File: config.mk
export PLATFORM = sky130hd
export DESIGN_NAME = fdiv_issue_unit_flat
export DESIGN_NICKNAME = d
export VERILOG_FILES = /design/src/rtl/fdiv_issue_if.sv /design/src/rtl/fdiv_issue_unit.sv /design/src/flat_wrapper.sv
export SDC_FILE = /design/constraint.sdc
export NUM_CORES = 1
export LEC_CHECK = 0
export ABC_AREA = 1
export CORE_ASPECT_RATIO = 1.75
export CORE_UTILIZATION = 40
export CTS_CLUSTER_DIAMETER = 60
export DETAILED_ROUTE_END_ITERATION = 10
export HOLD_SLACK_MARGIN = 0.15
export PLACE_DENSITY_LB_ADDON = 0.08
export SETUP_SLACK_MARGIN = 0.1
export SLEW_MARGIN = 20
export SYNTH_ARGS = -nofsm -noshare
export SYNTH_HDL_FRONTEND = slang
export SYNTH_SLANG_ARGS = --single-unit
File: constraint.sdc
create_clock -name sys_clk -period 4.3 [get_ports sys_clk]
set_clock_uncertainty 0.2 [all_clocks]
set_input_delay 0.645 -clock sys_clk [delete_from_list [all_inputs] [get_ports sys_clk]]
set_output_delay 0.645 -clock sys_clk [all_outputs]
set_load 0.01 [all_outputs]
File: src/rtl/fdiv_issue_if.sv
// Handshake bundle between the core, the pipelined float divider and writeback.
// The issue unit takes the slave view; the surrounding environment takes the master view.
interface fdiv_issue_if #(
  parameter int TAG_W = 5
);
  logic             req_valid;
  logic             req_ready;
  logic [31:0]      req_x1;
  logic [31:0]      req_x2;
  logic [TAG_W-1:0] req_tag;

  logic             div_valid;
  logic [31:0]      div_x1;
  logic [31:0]      div_x2;
  logic [31:0]      div_y;
  logic             div_ovf;
  logic             div_unf;
  logic             div_out_valid;

  logic             res_valid;
  logic             res_ready;
  logic [31:0]      res_y;
  logic [TAG_W-1:0] res_tag;
  logic [2:0]       res_flags;

  modport slave (
    input  req_valid, req_x1, req_x2, req_tag,
    output req_ready,
    output div_valid, div_x1, div_x2,
    input  div_y, div_ovf, div_unf, div_out_valid,
    output res_valid, res_y, res_tag, res_flags,
    input  res_ready
  );

  modport master (
    output req_valid, req_x1, req_x2, req_tag,
    input  req_ready,
    input  div_valid, div_x1, div_x2,
    output div_y, div_ovf, div_unf, div_out_valid,
    input  res_valid, res_y, res_tag, res_flags,
    output res_ready
  );
endinterface

File: src/rtl/fdiv_issue_unit.sv
// Issues tagged divide requests into a non-stallable float divider and collects its
// results, in issue order, into a result buffer. Credits bound in-flight + buffered ops.
module fdiv_issue_unit #(
  parameter int TAG_W = 5,
  parameter int DEPTH = 4
) (
  input  logic        sys_clk,
  input  logic        rstn,
  fdiv_issue_if.slave bus,
  output logic        busy,
  output logic        err_unexpected
);
  localparam int PW = $clog2(DEPTH);
  localparam int CW = PW + 1;
  localparam logic [CW-1:0] FULL_CNT = CW'(DEPTH);

  typedef struct packed {
    logic [TAG_W-1:0] tag;
    logic             dz;
  } tag_entry_t;

  typedef struct packed {
    logic [31:0]      y;
    logic             dz;
    logic             ovf;
    logic             unf;
    logic [TAG_W-1:0] tag;
  } res_entry_t;

  logic [CW-1:0] credits;
  logic          accept;

  tag_entry_t    tag_mem [DEPTH];
  logic [PW-1:0] tag_wptr, tag_rptr;
  logic [CW-1:0] tag_count;
  logic          tag_empty;
  tag_entry_t    tag_head;

  res_entry_t    res_mem [DEPTH];
  logic [PW-1:0] res_wptr, res_rptr;
  logic [CW-1:0] res_count;
  logic          res_empty, res_full;
  logic          res_push, res_pop;
  res_entry_t    res_head;

  // req_ready depends only on the credit register, so no combinational path
  // exists from req_valid back to req_ready.
  assign bus.req_ready = (credits != '0);
  assign accept        = bus.req_valid & bus.req_ready;
  assign busy          = (credits != FULL_CNT);

  assign tag_empty = (tag_count == '0);
  assign tag_head  = tag_mem[tag_rptr];
  // A result with no matching tag is dropped rather than buffered.
  assign res_push  = bus.div_out_valid & ~tag_empty;

  assign res_empty = (res_count == '0);
  assign res_full  = (res_count == FULL_CNT);
  assign res_pop   = ~res_empty & bus.res_ready;
  assign res_head  = res_mem[res_rptr];

  assign bus.res_valid = ~res_empty;
  assign bus.res_y     = res_head.y;
  assign bus.res_tag   = res_head.tag;
  assign bus.res_flags = {res_head.dz, res_head.ovf, res_head.unf};

  // NOTE: sequential state uses non-blocking assignments so every register
  // samples pre-edge values, independent of always_ff evaluation order.
  always_ff @(posedge sys_clk) begin
    if (!rstn) begin
      credits <= FULL_CNT;
    end else if (accept && !res_pop) begin
      credits <= credits - CW'(1);
    end else if (res_pop && !accept) begin
      credits <= credits + CW'(1);
    end
  end

  // Divider input stage: valid pulses for one cycle, operands hold when idle.
  always_ff @(posedge sys_clk) begin
    if (!rstn) begin
      bus.div_valid <= 1'b0;
      bus.div_x1    <= '0;
      bus.div_x2    <= '0;
    end else begin
      bus.div_valid <= accept;
      if (accept) begin
        bus.div_x1 <= bus.req_x1;
        bus.div_x2 <= bus.req_x2;
      end
    end
  end

  // NOTE: FIFO storage has no reset; pointers and counts alone define which
  // entries are valid, so clearing the arrays would only cost flops.
  always_ff @(posedge sys_clk) begin
    if (accept) begin
      tag_mem[tag_wptr] <= '{tag: bus.req_tag, dz: (bus.req_x2[30:23] == 8'd0)};
    end
  end

  always_ff @(posedge sys_clk) begin
    if (!rstn) begin
      tag_wptr  <= '0;
      tag_rptr  <= '0;
      tag_count <= '0;
    end else begin
      if (accept)   tag_wptr <= tag_wptr + PW'(1);
      if (res_push) tag_rptr <= tag_rptr + PW'(1);
      case ({accept, res_push})
        2'b10:   tag_count <= tag_count + CW'(1);
        2'b01:   tag_count <= tag_count - CW'(1);
        default: tag_count <= tag_count;
      endcase
    end
  end

  always_ff @(posedge sys_clk) begin
    if (res_push) begin
      res_mem[res_wptr] <= '{y:   bus.div_y,
                             dz:  tag_head.dz,
                             ovf: bus.div_ovf,
                             unf: bus.div_unf,
                             tag: tag_head.tag};
    end
  end

  // Push and pop together leave occupancy unchanged, even when full.
  always_ff @(posedge sys_clk) begin
    if (!rstn) begin
      res_wptr  <= '0;
      res_rptr  <= '0;
      res_count <= '0;
    end else begin
      if (res_push) res_wptr <= res_wptr + PW'(1);
      if (res_pop)  res_rptr <= res_rptr + PW'(1);
      case ({res_push, res_pop})
        2'b10:   res_count <= res_count + CW'(1);
        2'b01:   res_count <= res_count - CW'(1);
        default: res_count <= res_count;
      endcase
    end
  end

  always_ff @(posedge sys_clk) begin
    if (!rstn) begin
      err_unexpected <= 1'b0;
    end else if (bus.div_out_valid && tag_empty) begin
      err_unexpected <= 1'b1;
    end
  end

  // Credits make this unreachable; a hit means admission control is broken.
  res_no_overflow: assert property (@(posedge sys_clk) disable iff (!rstn)
    !(res_push && res_full && !res_pop));

endmodule

File: src/flat_wrapper.sv
// flat-port wrapper written by rule: the top's interface ports become plain ports
module fdiv_issue_unit_flat 
#(
  parameter int TAG_W = 5,
  parameter int DEPTH = 4
)
  (sys_clk, rstn, busy, err_unexpected, bus_req_valid, bus_req_x1, bus_req_x2, bus_req_tag, bus_req_ready, bus_div_valid, bus_div_x1, bus_div_x2, bus_div_y, bus_div_ovf, bus_div_unf, bus_div_out_valid, bus_res_valid, bus_res_y, bus_res_tag, bus_res_flags, bus_res_ready);
  fdiv_issue_if #(.TAG_W(TAG_W)) bus_i ();
  input  logic sys_clk;
  input  logic rstn;
  output logic busy;
  output logic err_unexpected;
  input wire logic [$bits(bus_i.req_valid)-1:0] bus_req_valid;
  input wire logic [$bits(bus_i.req_x1)-1:0] bus_req_x1;
  input wire logic [$bits(bus_i.req_x2)-1:0] bus_req_x2;
  input wire logic [$bits(bus_i.req_tag)-1:0] bus_req_tag;
  output wire logic [$bits(bus_i.req_ready)-1:0] bus_req_ready;
  output wire logic [$bits(bus_i.div_valid)-1:0] bus_div_valid;
  output wire logic [$bits(bus_i.div_x1)-1:0] bus_div_x1;
  output wire logic [$bits(bus_i.div_x2)-1:0] bus_div_x2;
  input wire logic [$bits(bus_i.div_y)-1:0] bus_div_y;
  input wire logic [$bits(bus_i.div_ovf)-1:0] bus_div_ovf;
  input wire logic [$bits(bus_i.div_unf)-1:0] bus_div_unf;
  input wire logic [$bits(bus_i.div_out_valid)-1:0] bus_div_out_valid;
  output wire logic [$bits(bus_i.res_valid)-1:0] bus_res_valid;
  output wire logic [$bits(bus_i.res_y)-1:0] bus_res_y;
  output wire logic [$bits(bus_i.res_tag)-1:0] bus_res_tag;
  output wire logic [$bits(bus_i.res_flags)-1:0] bus_res_flags;
  input wire logic [$bits(bus_i.res_ready)-1:0] bus_res_ready;
  assign bus_i.req_valid = bus_req_valid;
  assign bus_i.req_x1 = bus_req_x1;
  assign bus_i.req_x2 = bus_req_x2;
  assign bus_i.req_tag = bus_req_tag;
  assign bus_req_ready = bus_i.req_ready;
  assign bus_div_valid = bus_i.div_valid;
  assign bus_div_x1 = bus_i.div_x1;
  assign bus_div_x2 = bus_i.div_x2;
  assign bus_i.div_y = bus_div_y;
  assign bus_i.div_ovf = bus_div_ovf;
  assign bus_i.div_unf = bus_div_unf;
  assign bus_i.div_out_valid = bus_div_out_valid;
  assign bus_res_valid = bus_i.res_valid;
  assign bus_res_y = bus_i.res_y;
  assign bus_res_tag = bus_i.res_tag;
  assign bus_res_flags = bus_i.res_flags;
  assign bus_i.res_ready = bus_res_ready;
  fdiv_issue_unit #(.TAG_W(TAG_W), .DEPTH(DEPTH)) u_core (.sys_clk(sys_clk), .rstn(rstn), .bus(bus_i), .busy(busy), .err_unexpected(err_unexpected));
endmodule
==> results of run 1 <==
final cells by class:
class / count / area, sq um / share of cell area, %
clock buffers: 38 / 729 / 5.17
clock inverters: 10 / 98.8 / 0.700
repair buffers: 233 / 2280 / 16.2
flip-flops and latches: 271 / 7270 / 51.5
inverters: 109 / 409 / 2.90
multi-input cells: 589 / 2930 / 20.7
well taps: 324 / 405 / 2.87
worst max-delay path, stage by stage, from the launching register on:
cell	delay (ns)
dfxtp_1	0.74
buf_4	0.39
o21ai_0	0.13
o22ai_1	0.29
clkdlybuf4s50_1	0.59
per-stage QoR:
| stage | power (W) | setup slack [ns] |
|---|---|---|
| 4_1_cts | 0.00816 | 0.692 |
| 6_report | 0.00803 | 0.784 |
| 2_1_floorplan | 0.00482 | 1.20 |
| 5_1_grt | 0.00853 | 0.574 |
| 3_5_place_dp | 0.00592 | 1.25 |
| 3_3_place_gp | 0.00589 | 1.26 |
final timing paths:
kind                            slack, ns                    end                  start  cells after the start
worst max-delay path                 0.78         bus_res_tag[0]               register                      4
worst min-delay path                 0.25  u_core.err_unexpected  u_core.err_unexpected                      2
worst max register to register       1.97    u_core.res_count[2]    u_core.tag_count[0]                     12
worst min register to register       0.25  u_core.err_unexpected  u_core.err_unexpected                      2
state kept, by name, indices dropped and copies added (netlist names), named ones only:
signal and flops:
u_core.res_mem 160, u_core.tag_rptr 2, u_core.tag_count 3, u_core.credits 3
u_core.bus.div_x2 32, u_core.bus.div_valid 1, u_core.tag_mem 24, u_core.res_wptr 2
u_core.tag_wptr 2, u_core.err_unexpected 1, u_core.bus.div_x1 32, u_core.res_rptr 2
u_core.res_count 3
routing by layer:
metal	share of wire [%]	vias up	global-route usage, %	routed length [microns]
met5	0	-	0	0
met4	1.7	0	4.33	410
met3	6.9	30	4.47	1650
met2	53	180	32.9	12900
met1	38	3617	18.6	9150
li1	-	3907	-	-
power by group:
part | total, W | internal [W] | switching (W)
clock network | 0.00221 | 0.00129 | 0.000920
registers | 0.00339 | 0.00323 | 0.000161
logic | 0.00243 | 0.00105 | 0.00137
total | 0.00803 | 0.00558 | 0.00245
synthesized netlist by cell type (3+ instances only):
| master | number | area (sq um) |
|---|---|---|
| a21oi_2 | 20 | 175 |
| a21oi_1 | 57 | 285 |
| nand4_1 | 5 | 31.3 |
| o21ai_1 | 18 | 90.1 |
| buf_4 | 3 | 22.5 |
| nor2_1 | 179 | 672 |
| dfxtp_1 | 87 | 1740 |
| buf_2 | 27 | 135 |
| fa_1 | 3 | 60.1 |
| inv_1 | 105 | 394 |
| nand2_1 | 90 | 338 |
| edfxtp_1 | 184 | 5530 |
| inv_2 | 4 | 15.0 |
| buf_6 | 7 | 78.8 |
| ha_1 | 11 | 138 |
| o22ai_1 | 46 | 288 |
| o21ai_0 | 80 | 400 |
| clkbuf_1 | 28 | 105 |
| nand3_1 | 77 | 385 |
kinds of logic after synthesis:
kind of cell / share of synthesized area [%]
AND/OR/NAND/NOR: 13.3
flip-flops: 66.6
buffers and inverters: 6.88
adder cells (fa/ha/maj): 1.81
AO/OA/AOI/OAI: 11.4
==> out/results.txt, run 1 <==
The flow ran to the end, and the final reports show no timing, DRC or antenna violations. The tool flagged a number of max-cap violations equal to 0. For this run, design rule violations remaining after detail routing come to 0.

The worst slew margin relative to its limit is 38.5%, and the leakage power summed over all cells is 5.44 nW. The global placer's final weighted congestion came out at 0.713. The leading cell type in the layout, fill and taps excluded is clkdlybuf4s50_1. Once layout is complete, the utilization of the core stands at 52.9%. The routed design has 24100 microns of wire.

The average instance in the mapped netlist occupies 10.5 sq um. IR analysis of the VDD net gives a maximum drop of 0.000344 V. The count of filler cells inserted in the layout came out at 2409. The path class of the tightest hold or removal check is reg2reg. The height of the die works out to 220 microns.

Across all hold checks on the routed design, the worst slack comes to 0.250 ns. Using the TritonRoute via totals, the vias-per-cell ratio works out to 4.91. Data on the critical path is required at its endpoint by 3.45 ns.

Once the clock tree was built, the setup fixing pass inserted 0 buffers. The fraction of layout instances using a drive strength above 1 is 6.96%. For this design the ratio of total power to cell area is 569 nW/um^2. Among all flip-flop cells after synthesis, the most frequent one is edfxtp_1.

The die span in x was 127 microns. Along the worst path, the maximum fanout reaches 24. Yosys printed 0 warnings. The synthesized design contains 184 enable-type register cells. In the synthesized netlist the async set-or-reset flop fraction comes to 0%. The number of hold buffers added after cts was 0; the transition time of the tightest slew-check pin was 0.923 ns.

The number of nets in the layout came out at 1352. Setup violations remaining at the end of the flow were counted as 0. The worst setup path is of the reg2out kind. The repair_antennas step left the layout with diodes totalling 0. The clock slew at the register clock pins of the worst setup and hold paths was 0.06 ns.

The number of max-slew violations in the final report was 0; the clock latency at the later pin of the worst-skew pair was 0.52 ns. Counting the buffers created by CTS gives 26. The count of nets left with antenna violations once routing finished came out at 0.

The tools report the starting utilization of the core area as 40.9%. Once placement finished, the instance area stood at 13300 sq um. In the final routed layout, each cell accounts on average for 15.3 microns. The logs give 7734 for the total vias in the final route and 1156 for the net count after synthesis. For this run, the number of standard cells in the final layout without fillers is 1574. Area added between synthesis and finish: 29.5%. For the final routed database, the setup TNS stands at 0 ns. The tools report the total of cells resized after clock tree synthesis as 0. The tools report the post-synthesis sequential area ratio as 66.6%. For the via count of the first global-routing pass, the log shows 7488. Synthesis produced 1034 cells. The initial antenna violation count is 0.

Setup repair after global routing left no endpoint under its margin. The tools report the largest net degree at the start of global routing as 89. The number of optimization iterations in the first detailed-route pass was 4; the share of the cycle needed by the critical path after routing was 81.8%. The logs give 14100 sq um for the design area and 38300 microns for the global-route wire length before repair.

Total count of hold-check failures in the final report: 0. The floorplan step defined a die boundary enclosing 28000 sq um. The tools report the row count as 79.

The tools report the distinct cell type count after synthesis as 21. The logs give 1526 for the count of placed standard cells including taps and 271 for the total number of clock tree sinks. The startpoint class of the critical path was a register. The total half-perimeter wirelength after legalization and detailed placement was 15500 microns; the leftover overflow at the end of global routing was 0. The minimum period implied by the final worst setup slack was 3.52 ns. For this block, the initial DRC count from the detailed router was 403. Global routing consumed, over all layers together, 17.2% of the routing resources. Capturing element type of the critical path: an output pin. The run gives 217 as the count of boundary I/O pins.

CTS placed an instance of clkbuf_16 at the clock tree root. TritonCTS built the clock tree. The core region is 26700 sq um. Cell area after technology mapping: 10900 sq um. The library cells used most frequently in the layout, excluding fill and tap cells, are clkdlybuf4s50_1, edfxtp_1, nor2_1, inv_1, nand2_1. The count of input and output buffers is 216, and the number of buffers on the longest clock path is 3.

The H-tree depth reported by CTS is 1. The flip-flop and latch count after synthesis was 271; the data arrival time of the critical path was 2.67 ns. Timing would allow up to 284 MHz.
Power figures use the tool's default switching activity.
==> run 2, diff against run 1 <==
clock period = 3.4 ns   (was 4.3 ns; I/O delays follow)
==> out/results.txt, run 2 (same netlist as run 1, synthesis figures left out) <==
The flow ran to the end, and the final reports show no timing, DRC or antenna violations. The worst slew margin relative to its limit is 53.3% (+15 points). Register with the most flip-flops: u_core.res_mem.

The tools report the count of boundary I/O pins as 217 (unchanged). TritonCTS built the clock tree. The data arrival time of the critical path was 2.40 ns (-0.27 ns); the per-cell via count in the routed design was 4.95 (+0.77%). The maximum clock frequency is 322 MHz, and the starting utilization of the core area is 40.9% (unchanged).

The clock root buffer master was clkbuf_16. In the final layout, the registers with the most flip-flops are u_core.res_mem (160), u_core.bus.div_x1 (32), u_core.bus.div_x2 (32). The worst hold path belongs to the class in2reg. The setup path with the least slack is of type reg2out. The run gives 2438 (+1.2%) as the count of filler cells inserted in the layout.

The signal on the critical path passes through inv_2 > buf_12 > nor2_1 > o22ai_1 > clkdlybuf4s50_1. For the total vias in the final route, the log shows 7779 (+0.58%). The clock latency at the later pin of the worst-skew pair is 0.53 ns (about the same). Compared with the post-synthesis result, the final layout area differs by 30.3%.

The count of cells along the worst register-to-register path is 12 (unchanged), and the worst slack at placement is 0.545 ns (-0.706 ns). The number of optimization iterations in the first detailed-route pass was 4 (unchanged). For the remaining design rule violation count, the log shows 0 (unchanged).

The slowest stage of the critical path belongs to the cell clkdlybuf4s50_1. The leading cell type in the layout, fill and taps excluded is clkdlybuf4s50_1. The run gives 28000 sq um (unchanged) as the area enclosed by the die boundary. The total half-perimeter wirelength after legalization and detailed placement is 15100 microns (-2.8%), and the total of cells resized after clock tree synthesis is 0 (unchanged). Count of input and output buffers: 216 (unchanged). The tools report the critical path required time as 2.69 ns (-0.76 ns). Number of failing setup endpoints in the final timing report: 0 (unchanged).

For the global-route wire length before repair, the log shows 38400 microns (+0.25%). The run gives 0 (unchanged) as the total count of hold-check failures in the final report. The worst hold path stage count came out at 4 (+2).

The violation count after the first detailed-routing iteration came out at 425 (+5.5%). The logs give 0 (unchanged) for the number of post-CTS setup repair buffers and 24100 microns (+0.16%) for the routed wire length. For the number of buffers inserted during clock tree synthesis, the log shows 26 (unchanged). The H-tree depth reported by CTS is 1 (unchanged), and the clock slew at the register clock pins of the worst setup and hold paths is 0.06 ns (about the same).

The setup TNS was 0 ns (unchanged). Final routed wire length divided by cell count: 15.3 microns (+0.35%). The kind of cell adding the most delay to the critical path was buffers and inverters. The number of antenna repair diodes was 0 (unchanged); the minimum period implied by the final worst setup slack was 3.11 ns.

The global router's overall resource usage was 17.3% (+0.069 points); the fraction of layout instances using a drive strength above 1 was 7.22% (+0.26 points). Startpoint class of the critical path: a register. The share of the cycle needed by the critical path after routing came out at 91.4%. The leakage power summed over all cells was 5.48 nW (+0.65%); the cell count along the critical path was 5 (+1). For the via count of the first global-routing pass, the log shows 7530 (+0.56%).

The overall power consumption is 0.0103 W (+28%), and the sum of buffers and inverters on the critical path is 3 (+1). The run gives 0 (unchanged) as the number of hold buffers added after cts. STA classifies the critical path endpoint as an output pin.

For the number of max-slew violations in the final report, the log shows 0 (unchanged). For the leftover overflow at the end of global routing, the log shows 0 (unchanged). The number of flip-flops under the largest register name is 160 (unchanged), and the number of violations of the max-capacitance limit is 0 (unchanged).

The number of nets in the layout was 1351 (-0.074%); the height of the die was 220 microns (unchanged). For the core box area, the log shows 26700 sq um (unchanged). The total number of clock tree sinks is 271 (unchanged). The row count was 79 (unchanged). The final critical-path setup slack was 0.292 ns (-0.492 ns). The die span in x came out at 127 microns (unchanged).

The peak per-stage delay on the critical path is 0.59 ns (-0.15 ns), and the number of buffers on the longest clock path is 3 (unchanged). The biggest fanout along the worst timing path came out at 32 (+33%). The largest net degree at the start of global routing was 83 (-6.7%).

In the layout the commonest cells are clkdlybuf4s50_1, edfxtp_1, nor2_1, inv_1, nand2_1. Setup repair after global routing left no endpoint under its margin. The transition time of the tightest slew-check pin is 0.701 ns (-0.222 ns). The global placer's final weighted congestion was 0.723 (+1.3%); the number of nets with antenna violations after routing was 0 (unchanged). The initial antenna violation count is 0 (unchanged), and the power density of the placed cells is 722 nW/um^2 (+27%).

For the worst ir drop on vdd, the log shows 0.000468 V (+36%).
[run 2: changes by cell type in the layout (fill, tap and decap cells not counted), sizes merged]
| cell | before | now |
|---|---|---|
| clkinv | 7 | 5 |
| buf | 19 | 18 |
[run 2: layer usage]
| metal | up-vias | part of all wire, % | wire (microns) | global-route usage, % |
|---|---|---|---|---|
| met5 | - | 0 | 0 | 0 |
| met4 | 0 | 2.4 | 575 | 5.99 |
| met3 | 34 | 5.8 | 1390 | 4.30 |
| met2 | 180 | 53 | 12800 | 32.5 |
| met1 | 3663 | 39 | 9340 | 18.5 |
| li1 | 3902 | - | - | - |
[run 2: worst register-to-register path, cell delays in order, from the launching register on]
cell	delay, ns
dfxtp_1	0.32
inv_1	0.13
nand3_2	0.18
nand2_1	0.40
ha_1	0.25
inv_1	0.06
fa_1	0.38
inv_1	0.06
nand2_1	0.06
nand3_1	0.07
nand2_1	0.05
inv_1	0.05
nor2_1	0.04
[run 2: power by group]
| part | leakage (nW) | internal, W | switching [W] |
|---|---|---|---|
| Combinational | 2.67 | 0.00139 | 0.00175 |
| Sequential | 2.39 | 0.00408 | 0.000201 |
| Clock | 0.416 | 0.00166 | 0.00119 |
| Total | 5.48 | 0.00713 | 0.00314 |
[run 2: final timing paths]
kind	start	end	slack [ns]
max	register	bus_res_y[3]	0.29
min reg2reg	u_core.res_count[0]	u_core.res_count[0]	0.25
min	bus_req_valid	u_core.bus.div_x2[1]	0.23
max reg2reg	u_core.tag_count[0]	u_core.res_count[2]	1.06
[run 2: cell type report]
| cell class | count | area (sq um) | area share (%) |
|---|---|---|---|
| Multi-Input combinational cell | 589 | 2930 | 20.6 |
| Sequential cell | 271 | 7270 | 51.1 |
| Clock buffer | 38 | 739 | 5.20 |
| Timing Repair Buffer | 232 | 2370 | 16.7 |
| Clock inverter | 8 | 91.3 | 0.643 |
| Tap cell | 324 | 405 | 2.85 |
| Inverter | 109 | 409 | 2.88 |
[run 2: metrics by stage]
stage               cells  hold WS [ns]  utilization (%)  instance area [sq um]
floorplan            1034         0.222                -                  10900
global placement     1525         0.235             50.1                  13400
detailed placement   1525         0.240             50.1                  13400
CTS                  1571         0.208             53.3                  14200
global route         1571         0.244             53.3                  14200
finish               1571         0.235             53.3                  14200
==> run 3, diff against run 2 <==
CAP_MARGIN = 20   (was not set)
CELL_PAD_IN_SITES_DETAIL_PLACEMENT = 1   (was not set)
CELL_PAD_IN_SITES_GLOBAL_PLACEMENT = 2   (was not set)
CORE_UTILIZATION = 33   (was 40)
==> out/results.txt, run 3 (same netlist as run 1, synthesis figures left out) <==
The flow ran to the end, and the final reports show no timing, DRC or antenna violations. Switching power: 0.00322 W (+2.8%). The routed wire length is 27200 microns (+13%), and the number of post-CTS setup repair buffers is 0 (unchanged).

The global-route wire length before repair is 44200 microns (+15%), and the share of the cycle needed by the critical path after routing is 89.6% (-1.8 points). For the global router's overall resource usage, the log shows 16.4% (-0.84 points). For the internal cell power, the log shows 0.00691 W (-3.0%). The met1 demand-to-capacity share in global routing is 17.7% (-0.81 points), and the design area is 14300 sq um (+0.32%). Number of optimization iterations in the first detailed-route pass: 4 (unchanged). The tools report the leftover overflow at the end of global routing as 0 (unchanged).

The number of nets with antenna violations after routing was 0 (unchanged); the number of nets in the layout was 1351 (unchanged). The total half-perimeter wirelength after legalization and detailed placement was 17000 microns (+13%). The root buffer cell chosen for the clock tree is clkbuf_16.

The area added between synthesis and finish was 30.7%. The number of buffers inserted during clock tree synthesis is 26 (unchanged), and the largest net degree at the start of global routing is 133 (+60%). The count of input and output buffers is 216 (unchanged).

The layer flagged by global routing as most heavily used is met2. The sequential share of power was 42.3% (+0.5 points); the initial antenna violation count was 1 (+1). The row count was 87 (+10%).

The slowest stage cell on the critical path is clkdlybuf4s50_1. Post-detailed-placement cell area: 13500 sq um (+0.80%). TritonCTS built the clock tree. The switching share of power is 31.8% (+1.2 points). The logs give 0.54 ns (about the same) for the clock latency at the later pin of the worst-skew pair and 0 (unchanged) for the total of cells resized after clock tree synthesis. The maximum clock frequency is 328 MHz (+2.0%). The minimum period implied by the final worst setup slack was 3.05 ns (-0.0610 ns); the number of violations of the max-capacitance limit was 0 (unchanged). The run gives 2.34 ns (-0.06 ns) as the data arrival time of the critical path. STA classifies the critical path endpoint as an output pin. The run gives 0 (unchanged) as the number of hold buffers added after cts.

The global-route track usage on met2 came out at 31.1% (-1.4 points). The leakage power summed over all cells was 5.44 nW (-0.77%); the fraction of layout instances using a drive strength above 1 was 7.05% (-0.17 points). The number of failing setup endpoints in the final timing report came out at 0 (unchanged).

Leading cell type in the layout, fill and taps excluded: clkdlybuf4s50_1. The routing usage on met3 is 4.09% (-0.21 points). The tools report the logic gate share of total power as 31.5% (+1.0 points). The tools report the H-tree depth reported by CTS as 1 (unchanged). The run gives 0 (unchanged) as the number of antenna repair diodes. Ranked by flip-flop count, first place goes to u_core.res_mem. The tightest min-delay check is of the reg2reg type. The transition time of the tightest slew-check pin works out to 0.642 ns (-0.0589 ns). For the worst ir drop on vdd, the log shows 0.000312 V (-33%). The worst slew margin relative to its limit came out at 57.2% (+3.9 points).

The per-cell via count in the routed design came out at 4.82 (-2.7%). The height of the die is 242 microns (+10%), and the biggest fanout along the worst timing path is 32 (unchanged). Utilization after layout: 44.1% (-9.2 points).

The power density of the placed cells works out to 711 nW/um^2 (-1.5%). For the clock group share of total power, the log shows 26.2% (-1.5 points). The startpoint class of the critical path was a register. The number of buffers on the longest clock path is 3 (unchanged), and the number of max-slew violations in the final report is 0 (unchanged).

For the core box area, the log shows 32300 sq um (+21%). For the violation count after the first detailed-routing iteration, the log shows 241 (-43%). Total number of clock tree sinks: 271 (unchanged).

For the setup TNS, the log shows 0 ns (unchanged). Count of filler cells inserted in the layout: 3567 (+46%). The critical path goes through inv_2 > buf_12 > nor2_1 > o22ai_1 > clkdlybuf4s50_1. The via count of the first global-routing pass came out at 8329 (+11%).

The global placer's final weighted congestion was 0.691 (-4.4%). In the layout the commonest cells are clkdlybuf4s50_1, edfxtp_1, nor2_1, inv_1, nand2_1. The peak per-stage delay on the critical path works out to 0.59 ns (about the same). The number of flip-flops under the largest register name came out at 160 (unchanged).

For the critical path required time, the log shows 2.69 ns (about the same). Setup repair after global routing left no endpoint under its margin. The total vias in the final route is 7938 (+2.0%).

The final routed wire length divided by cell count works out to 16.5 microns (+7.5%). The clock slew at the register clock pins of the worst setup and hold paths was 0.06 ns (about the same); the area enclosed by the die boundary was 33800 sq um (+21%). The worst setup path category was reg2out. The logs give 217 (unchanged) for the count of boundary I/O pins and 0 (unchanged) for the total count of hold-check failures in the final report. For the starting utilization of the core area, the log shows 33.7% (-7.1 points). The remaining design rule violation count came out at 0 (unchanged). The die span in x works out to 139 microns (+9.9%). In the final layout, the registers with the most flip-flops are u_core.res_mem (160), u_core.bus.div_x1 (32), u_core.bus.div_x2 (32).
## run 3: changes by cell type in the layout (fill, tap and decap cells not counted), sizes merged
cell      previous run  this run
bufinv               2         0
clkbuf              38        30
clkinv               5        11
clkinvlp             1         6
## run 3: final cells by class
type                            count  area, sq um  share of cell area (%)
Clock buffer                       30          687                    4.82
Clock inverter                     17         81.3                   0.570
Inverter                          109          409                    2.87
Multi-Input combinational cell    589         2930                    20.5
Sequential cell                   271         7270                    51.0
Tap cell                          400          500                    3.51
Timing Repair Buffer              232         2390                    16.7
## run 3: power by group through the flow
stage	combinational (W)	clock, W	sequential, W
2_1_floorplan	0.00171	0	0.00439
3_3_place_gp	0.00324	0	0.00434
3_5_place_dp	0.00328	0	0.00436
4_1_cts	0.00328	0.00277	0.00429
5_1_grt	0.00357	0.00287	0.00434
6_report	0.00319	0.00266	0.00429
## run 3: critical path, delay by kind of cell, from the launching register on
| family | cells | cell delay (ns) |
|---|---|---|
| buf+inv | 3 | 1.14 |
| flops | 1 | 0.34 |
| simple gates | 1 | 0.06 |
| compound gates | 1 | 0.25 |
## run 3: through the flow
step | std cells | hold slack [ns] | power, W | worst slack (ns)
global route | 1648 | 0.281 | 0.0108 | 0.183
finish | 1648 | 0.248 | 0.0101 | 0.353
CTS | 1648 | 0.253 | 0.0103 | 0.247
floorplan | 1034 | 0.222 | 0.00609 | 0.400
global placement | 1601 | 0.234 | 0.00758 | 0.553
detailed placement | 1601 | 0.243 | 0.00764 | 0.531
## run 3: routing by layer
layer | vias up | part of all wire, %
met3 | 30 | 6.1
li1 | 3904 | -
met5 | - | 0.048
met1 | 3842 | 39
met4 | 2 | 1.7
met2 | 160 | 53
## run 3: worst paths after layout
| path | from | to | slack [ns] | depth (start not counted) |
|---|---|---|---|---|
| worst max-delay path | register | bus_res_flags[0] | 0.35 | 5 |
| worst min-delay path | u_core.res_count[0] | u_core.res_count[0] | 0.25 | 1 |
| worst max register to register | u_core.tag_count[0] | u_core.res_count[2] | 1.02 | 11 |
| worst min register to register | u_core.res_count[0] | u_core.res_count[0] | 0.25 | 1 |
